--- config.mk ---
export PLATFORM = sky130hd
export DESIGN_NAME = niios_qsys_nios2_oci_dct_packer
export DESIGN_NICKNAME = d
export VERILOG_FILES = /design/src/rtl/niios_qsys_nios2_oci_pkg.sv /design/src/rtl/niios_qsys_nios2_oci_dct_outreg.sv /design/src/rtl/niios_qsys_nios2_oci_dct_packer.sv
export SDC_FILE = /design/constraint.sdc
export NUM_CORES = 1
export LEC_CHECK = 0
export CORE_ASPECT_RATIO = 2
export CORE_MARGIN = 5
export CORE_UTILIZATION = 63
export DETAILED_ROUTE_END_ITERATION = 7
export DONT_BUFFER_PORTS = 1
export GPL_ROUTABILITY_DRIVEN = 0
export PLACE_DENSITY = 0.79
export SETUP_SLACK_MARGIN = 0.2
export SYNTH_ARGS = -nofsm -noshare
export SYNTH_HDL_FRONTEND = slang
export SYNTH_SLANG_ARGS = --single-unit
--- constraint.sdc ---
create_clock -name clk -period 2.65 [get_ports clk]
set_input_delay 0.6625 -clock clk [delete_from_list [all_inputs] [get_ports clk]]
set_output_delay 0.6625 -clock clk [all_outputs]
set_load 0.1 [all_outputs]
--- src/rtl/niios_qsys_nios2_oci_pkg.sv ---
// Shared constants and state encoding for the OCI DCT trace packer.
// Latency: n/a (declarations only).
// Backpressure: n/a.
package niios_qsys_nios2_oci_pkg;

   localparam int ATOM_W = 3;
   localparam int ATOMS  = 10;
   localparam int DCT_W  = 30;
   localparam int CNT_W  = 4;

   localparam logic [ATOM_W-1:0] END_CODE = 3'b111;

   typedef enum logic [1:0] {
      FILL  = 2'd0,
      DRAIN = 2'd1,
      ENDED = 2'd2
   } dct_state_e;

   // Drop an atom into slot pos of an otherwise-zero-above-pos buffer.
   function automatic logic [DCT_W-1:0] place_atom(
      input logic [DCT_W-1:0]  buf_in,
      input logic [ATOM_W-1:0] a,
      input logic [CNT_W-1:0]  pos
   );
      logic [DCT_W-1:0] a_ext;
      a_ext = DCT_W'(a);
      return buf_in | (a_ext << (int'(pos) * ATOM_W));
   endfunction

endpackage

--- src/rtl/niios_qsys_nios2_oci_dct_outreg.sv ---
// Single-entry valid/ready holding register for packed DCT words.
// Latency: word visible the cycle after load.
// Backpressure: holds word stable until word_ready; free when empty or draining this cycle.
module niios_qsys_nios2_oci_dct_outreg
   import niios_qsys_nios2_oci_pkg::*;
(
   input  logic             clk,
   input  logic             reset_n,
   input  logic             load,
   input  logic [DCT_W-1:0] load_data,
   input  logic [CNT_W-1:0] load_count,
   output logic             free,
   output logic             word_valid,
   input  logic             word_ready,
   output logic [DCT_W-1:0] word_data,
   output logic [CNT_W-1:0] word_count
);

   assign free = !word_valid || word_ready;

   always_ff @(posedge clk or negedge reset_n) begin
      if (!reset_n) begin
         word_valid <= 1'b0;
         word_data  <= '0;
         word_count <= '0;
      end else if (load) begin
         word_valid <= 1'b1;
         word_data  <= load_data;
         word_count <= load_count;
      end else if (word_ready) begin
         word_valid <= 1'b0;
      end
   end

endmodule

--- src/rtl/niios_qsys_nios2_oci_dct_packer.sv ---
// Packs 3-bit trace atoms into 30-bit DCT words and tracks end-of-test.
// Latency: 1 cycle from the completing accept to word_valid.
// Backpressure: atom_ready drops while a full buffer waits on a held output word.
module niios_qsys_nios2_oci_dct_packer
   import niios_qsys_nios2_oci_pkg::*;
(
   input  logic              clk,
   input  logic              reset_n,
   input  logic              atom_valid,
   input  logic [ATOM_W-1:0] atom,
   output logic              atom_ready,
   input  logic              flush,
   output logic              word_valid,
   input  logic              word_ready,
   output logic [DCT_W-1:0]  word_data,
   output logic [CNT_W-1:0]  word_count,
   output logic [DCT_W-1:0]  dct_buffer,
   output logic [CNT_W-1:0]  dct_count,
   output logic              test_ending,
   output logic              test_has_ended
);

   localparam logic [CNT_W-1:0] FULL_CNT = CNT_W'(ATOMS);

   dct_state_e       state;
   logic             run;
   logic             out_free;
   logic             full;
   logic             accept;
   logic             is_end;
   logic             close_now;
   logic             load;
   logic [DCT_W-1:0] load_data;
   logic [CNT_W-1:0] load_count;
   logic [DCT_W-1:0] base_buf;
   logic [CNT_W-1:0] base_cnt;
   logic [DCT_W-1:0] acc_buf;
   logic [CNT_W-1:0] acc_cnt;
   logic [DCT_W-1:0] nxt_buf;
   logic [CNT_W-1:0] nxt_cnt;

   // run keeps atom_ready low through reset and the first cycle after it.
   assign full       = (dct_count == FULL_CNT);
   assign atom_ready = run && (state == FILL) && (!full || out_free);
   assign accept     = atom_valid && atom_ready;
   assign is_end     = (atom == END_CODE);

   always_comb begin
      base_buf   = full ? '0 : dct_buffer;
      base_cnt   = full ? '0 : dct_count;
      acc_buf    = dct_buffer;
      acc_cnt    = dct_count;
      if (accept) begin
         acc_buf = place_atom(base_buf, atom, base_cnt);
         acc_cnt = base_cnt + 1'b1;
      end

      close_now = (accept && !full && ((acc_cnt == FULL_CNT) || is_end))
               || (flush && !accept && (dct_count != '0) && (state == FILL))
               || ((state == DRAIN) && (dct_count != '0));

      load       = 1'b0;
      load_data  = acc_buf;
      load_count = acc_cnt;
      nxt_buf    = acc_buf;
      nxt_cnt    = acc_cnt;
      if (out_free) begin
         if (full) begin
            // Hand off the waiting full word; any atom taken now starts the next word.
            load       = 1'b1;
            load_data  = dct_buffer;
            load_count = dct_count;
            nxt_buf    = accept ? acc_buf : '0;
            nxt_cnt    = accept ? acc_cnt : '0;
         end else if (close_now) begin
            load    = 1'b1;
            nxt_buf = '0;
            nxt_cnt = '0;
         end
      end
   end

   always_ff @(posedge clk or negedge reset_n) begin
      if (!reset_n) begin
         run            <= 1'b0;
         state          <= FILL;
         dct_buffer     <= '0;
         dct_count      <= '0;
         test_ending    <= 1'b0;
         test_has_ended <= 1'b0;
      end else begin
         run        <= 1'b1;
         dct_buffer <= nxt_buf;
         dct_count  <= nxt_cnt;
         case (state)
            FILL: begin
               if (accept && is_end) begin
                  state       <= DRAIN;
                  test_ending <= 1'b1;
               end
            end
            DRAIN: begin
               // Empty buffer in DRAIN means the held word is the END-bearing one.
               if ((dct_count == '0) && word_valid && word_ready) begin
                  state          <= ENDED;
                  test_has_ended <= 1'b1;
               end
            end
            default: state <= ENDED;
         endcase
      end
   end

   niios_qsys_nios2_oci_dct_outreg u_outreg (
      .clk        (clk),
      .reset_n    (reset_n),
      .load       (load),
      .load_data  (load_data),
      .load_count (load_count),
      .free       (out_free),
      .word_valid (word_valid),
      .word_ready (word_ready),
      .word_data  (word_data),
      .word_count (word_count)
   );

endmodule

* Yosys cells after proc, flatten, opt, wreduce, memory -nomap -nowiden
Cells that the tools add are included.
** Storage, ports and cells
- Word-level logic and storage cells :: 70
- Memory bits (writable) :: 0
- Output and inout port bits :: 72
- Latch bits :: 0
- Memory bits (read-only) :: 0
- Memories :: 0
- Input bits :: 8
- Flip-flop bits (word level) :: 74
** Cells by class
- Order comparisons :: 0
- Equality and inequality tests :: 6
- Shift operators :: 1
- Div/mod/pow operators :: 0
- $add $sub $neg :: 1
- $mul :: 1
- Reductions and logical operators :: 27
- Bitwise logic cells :: 1
- Mux-type cells :: 24
** Operators by type and width (count)
- 2-to-1 mux 30 bit :: 8
- 2-to-1 mux 4 bit :: 8
- OR 30 bit :: 1
- << shifter 3 x 6 -> 30 bit :: 1
- logical AND 1 bit :: 12
- equality test 4 bit (second input constant) :: 2
- multiplier 4 x 2 -> 6 bit (second input constant) :: 1
- AND reduction 2 bit :: 3
- logical OR 1 bit :: 5
- 2-to-1 mux 1 bit :: 5
- adder 4 x 1 -> 4 bit (second input constant) :: 1
- logical NOT 4 bit :: 1
- 2-to-1 mux 2 bit :: 2
- inequality test 2 x 1 -> 1 bit (second input constant) :: 2
- one-hot mux 2 bit (2 select lines) :: 1
- nonzero test 4 bit :: 1
- equality test 3 bit (second input constant) :: 1
- logical NOT 1 bit :: 3
- equality test 2 x 1 -> 1 bit (second input constant) :: 1
- logical NOT 2 bit :: 1
- nonzero test 2 bit :: 1

* Depth between registers and ports, before layout
- Depth after elaboration :: 15
- Gate-level depth with buffers :: 7
- Depth with buffers taken out :: 4

* Cells and area by module
A second synthesis with hierarchy kept.
** Unflattened totals
- Cell total of the unflattened synthesis :: 317
- Area total of the unflattened synthesis :: 3626.0 sq um
** Modules (own cells, without submodules)
- niios_qsys_nios2_oci_dct_packer :: times used 1, area an instance 2174.6 sq um, cells an instance 242
- niios_qsys_nios2_oci_dct_outreg :: times used 1, area an instance 1451.4 sq um, cells an instance 75

* Worst setup path before layout
Ideal clock, no wire load.
- Path kind :: register to output
- Start point :: register dct_count[0]
- End point :: output port atom_ready
- Data required time :: 1987 ps
- Buffers on the path :: 1
- Slack :: -232 ps
- Stages on the path, launching flop included :: 5
- Data arrival time :: 2219 ps
- Path through :: dfrtp_1 > buf_2 > nor2b_1 > nand2_1 > o2111a_1
** On the way
- Cells in the longest elaborated chain, start to end :: 4
** RTL lines
- from (decl) :: RTL line niios_qsys_nios2_oci_dct_packer.sv:18 : output logic [CNT_W-1:0] dct_count,
- from (signal assigned) :: RTL line niios_qsys_nios2_oci_dct_packer.sv:94 : dct_count <= nxt_cnt;
- equality test 4 bit :: RTL line niios_qsys_nios2_oci_dct_packer.sv:43 : assign full = (dct_count == FULL_CNT);
- logical NOT 1 bit :: RTL line niios_qsys_nios2_oci_dct_packer.sv:44 : assign atom_ready = run && (state == FILL) && (!full || out_free);
- logical OR 1 bit :: RTL line niios_qsys_nios2_oci_dct_packer.sv:44
- logical AND 1 bit :: RTL line niios_qsys_nios2_oci_dct_packer.sv:44
- to (decl) :: RTL line niios_qsys_nios2_oci_dct_packer.sv:11 : output logic atom_ready,
Every way passes these cells.

* Worst setup path after layout
- Start point :: register dct_count[2]
- End point :: output port atom_ready
Same word-level chain as after synthesis.

==> summary.md <==
| Metric | Value |
|---|---|
| Total Neg Setup Slack | 0 ns |
| Post-layout net count | 389 |
| Later-pin clock latency in the skew report | 0.35 ns |
| Number of max-cap violations | 0 |
| Critical path's top delay family | flip-flops |
| Post-layout min period | 2.318 ns |
| Clock skew | slightly below 0.006 ns |
| Destination of the worst register-to-register timing path | u_outreg.word_data[7]$_DFFE_PN0P_ |
| Total count of max-transition violations in the final report | 0 |
| Detailed Route Iter0 Violations | 212 |
| Floorplan Core Area | about 0.0054 sq mm |
| Seq cells post-synth | 74 |
| DP HPWL | 6187 um |
| Gr ovfl total | 0 |
| Total Routing Usage GR | 25.43% |
| Tcrit/Tclk final | 87.48% |
| Area taken by flip-flops and latches | 0.001857 sq mm |
| Relative slew slack | 36.12% |
| Cells after Synth | 341 |
| Maximum number of pins on one net before global-route repair | 75 |
| Ordered cell list for the critical path | nor2b_2 > nand2_1 > o2111a_2 > buf_12 |
| Multi-input logic area | 0.001355 sq mm |
| Combined area of all synthesized cells | 0.003507 sq mm |
| Number of cells on the critical path | 4 |
| Ranking of synthesized cells by area | sky130_fd_sc_hd__dfrtp_1 53%, sky130_fd_sc_hd__mux2i_1 8.0%, sky130_fd_sc_hd__inv_1 4.4% |
| Filler Cell Count | about 380 |
| Number of unique standard cell types used by synthesis | 50 |
| FFs w/ async S/R, synth | 100.0% |
| Avg Cell Area, Syn | 10.28 sq um |
| Drt pass-1 iters | 5 |
| Bufs and invs on worst path | 1 |
| Critical Path Max Stage Delay | between 0.4 and 0.5 ns |
| Row cnt | 38 |
| Final routed wire length divided by cell count | 19.93 um |
| Unrepaired setup endpoints after global routing | false |
| Die width | roughly 63 um |
| Cts bufs inserted | 9 |
| Fraction of final layout cells with drive strength greater than 1 | 21.35% |
| Port buffer count | 0 |
| Number of buffers on the longest clock path | 2 |
| DR DRC count | 0 |
| Net Count, Synth | about 350 |
| Post-CTS clock slew at the launch and capture registers of the worst setup and hold paths | 0.07 ns |
| Die area | 0.007250 sq mm |
| Total vias in the final route | 2821 |
| Wire length reported by the detailed router | 8848 um |
| Die Span Y | 115.5 um |
| First-pass GRT wire length | 14500 um |
| Run status | complete, no violations |
| Highest clock frequency the design can meet | 431.4 MHz |
| Fraction of synthesized cell area taken by the top area cell type | 52.80% |
| Area leader, netlist | sky130_fd_sc_hd__dfrtp_1 |
| Critical-path maximum fanout | 11 |
| CP Launch Type | register |
| Total of warnings raised by yosys | 0 |
| Total setup violations reported at the end of the flow | 0 |
| Slowest cell on the critical path | sky130_fd_sc_hd__dfrtp_2 |
| Count of boundary I/O pins | 80 |
| Count of H-tree levels built during CTS | 3 |
| Number of hold violations in the final report | 0 |
| Worst Max-Slew Pin Slew | 0.9581 ns |
| Internal reg-to-reg setup slack | a little under 0.4 ns |
| Kind of critical path | reg2out |
| Predominant post-synthesis flop cell | sky130_fd_sc_hd__dfrtp_1 |
| Post-route antenna net violation count | 0 |
| Number of antenna violations at the first check in global routing | 0 |
| Share of the yosys chip area belonging to registers | between 50% and 60% |
| CTS Root Buffer Type | sky130_fd_sc_hd__clkbuf_8 |
| Via count of the first global-routing pass | 2914 |
| R2R cell count | 6 |
| Reg-to-Reg Start | state[0]$_DFFE_PN0P_ |
| Number of enable flip-flop cells after synthesis | 0 |
| Arrival time worst endpoint | between 1.5 and 2 ns |
| Classification of the worst-slack hold path | in2async |
| Layout area overhead | 17.16% |
| Initial standard-cell utilization of the core | 64.70% |
| Diode insertion count for antenna repair | 0 |
| Routed via count divided by cell count | approximately 6.4 |
| Sink count of the clock tree | 74 |
| CP Data Required Time | 1.99 ns |
| CTS tree | done |
| Capturing element type of the critical path | output port |
-- kinds of logic after synthesis --
family,after synthesis,share of synthesized area [%]
multiplexers,31,8.955
flip-flops,74,52.80
AO/OA/AOI/OAI,90,18.41
buffers and inverters,73,8.919
other,1,0.1069
XOR/XNOR,2,0.4996
AND/OR/NAND/NOR,70,10.31
-- per-stage QoR --
step	utilization [%]	std cells	hold slack, ns	setup slack, ns	area, sq um
after floorplan	-	341	0.3669	0.2268	3513
after global placement	72.30	428	0.3689	0.2959	3919
after detailed placement	72.30	428	0.3689	0.2445	3919
after CTS	75.67	443	0.1927	0.2592	4101
after global routing	75.81	444	0.2111	0.2387	4109
final	75.81	444	0.2010	0.3318	4109
-- sequential cells by signal, indices dropped and copies added, names as in the netlist --
register	cells
dct_buffer	30
dct_count	4
run	1
state	2
test_ending	1
test_has_ended	1
u_outreg.word_count	4
u_outreg.word_data	30
u_outreg.word_valid	1
-- metal layers --
layer / GRT usage (%) / vias to the layer above / wire length (um)
li1: - / 1289 / -
met1: 27.14 / 1367 / 3096
met2: 44.39 / 144 / 4850
met3: 7.856 / 21 / 685
met4: 13.74 / 0 / 216
met5: 0 / - / 0
-- repair_timing --
item	CTS	global route
gates resized for setup	1	0
hold buffers	1	0
setup endpoints to repair	1	1
hold endpoints to repair	74	0
setup buffers	0	1
-- worst max path at each step --
| stage | slack (ns) | to | startpoint |
|---|---|---|---|
| 6_report | 0.33 | atom_ready | dct_count[2]$_DFF_PN0_ |
| 3_3_place_gp | 0.30 | u_outreg.word_data[25]$_DFFE_PN0P_ | atom_valid |
| 3_5_place_dp | 0.24 | u_outreg.word_data[7]$_DFFE_PN0P_ | atom_valid |
| 4_1_cts | 0.26 | atom_ready | dct_count[2]$_DFF_PN0_ |
| 2_1_floorplan | 0.23 | atom_ready | u_outreg.word_valid$_DFFE_PN0P_ |
| 5_1_grt | 0.24 | atom_ready | dct_count[0]$_DFF_PN0_ |
-- cell type report --
class / count / area share (%)
clock buffers: 14 / 3.715
well taps: 60 / 1.827
inverters: 41 / 3.745
multi-input cells: 194 / 32.98
flip-flops and latches: 74 / 45.19
repair buffers: 61 / 12.55
-- Yosys cell counts (2+ instances only) --
| library cell | instances |
|---|---|
| sky130_fd_sc_hd__nor2b_1 | 4 |
| sky130_fd_sc_hd__xnor2_1 | 2 |
| sky130_fd_sc_hd__clkbuf_1 | 18 |
| sky130_fd_sc_hd__a22oi_1 | 5 |
| sky130_fd_sc_hd__o32a_1 | 3 |
| sky130_fd_sc_hd__a21o_1 | 2 |
| sky130_fd_sc_hd__a211oi_1 | 4 |
| sky130_fd_sc_hd__a21oi_1 | 19 |
| sky130_fd_sc_hd__buf_2 | 7 |
| sky130_fd_sc_hd__a31oi_1 | 19 |
| sky130_fd_sc_hd__nor4_1 | 2 |
| sky130_fd_sc_hd__mux2_1 | 3 |
| sky130_fd_sc_hd__inv_1 | 41 |
| sky130_fd_sc_hd__a32oi_1 | 16 |
| sky130_fd_sc_hd__o211ai_1 | 2 |
| sky130_fd_sc_hd__or4_1 | 4 |
| sky130_fd_sc_hd__o41ai_1 | 3 |
| sky130_fd_sc_hd__dfrtp_1 | 74 |
| sky130_fd_sc_hd__buf_4 | 6 |
| sky130_fd_sc_hd__nand2_1 | 13 |
| sky130_fd_sc_hd__nor3_1 | 2 |
| sky130_fd_sc_hd__nand3_1 | 5 |
| sky130_fd_sc_hd__nor2_1 | 26 |
| sky130_fd_sc_hd__o21ai_0 | 3 |
| sky130_fd_sc_hd__and3_1 | 2 |
| sky130_fd_sc_hd__nand2b_1 | 2 |
| sky130_fd_sc_hd__mux2i_1 | 28 |
| sky130_fd_sc_hd__o32ai_1 | 4 |
-- cell usage in the layout, fill, tap and decap left out, types with 4 or more instances in the layout --
cell and n:
sky130_fd_sc_hd__a31oi_1 19, sky130_fd_sc_hd__buf_4 56, sky130_fd_sc_hd__o32ai_1 4, sky130_fd_sc_hd__a32oi_1 16, sky130_fd_sc_hd__clkbuf_8 10, sky130_fd_sc_hd__a211oi_1 4
sky130_fd_sc_hd__nand2_1 13, sky130_fd_sc_hd__or4_1 4, sky130_fd_sc_hd__nor2_1 26, sky130_fd_sc_hd__a21oi_1 19, sky130_fd_sc_hd__dfrtp_1 70, sky130_fd_sc_hd__mux2i_1 28
sky130_fd_sc_hd__dfrtp_2 4, sky130_fd_sc_hd__clkbuf_1 4, sky130_fd_sc_hd__nand3_1 5, sky130_fd_sc_hd__inv_1 41, sky130_fd_sc_hd__a22oi_1 5
Power is left out: the tool's default activity adds up to more than one toggle a clock period on the data nets, which glitch-free logic cannot reach.
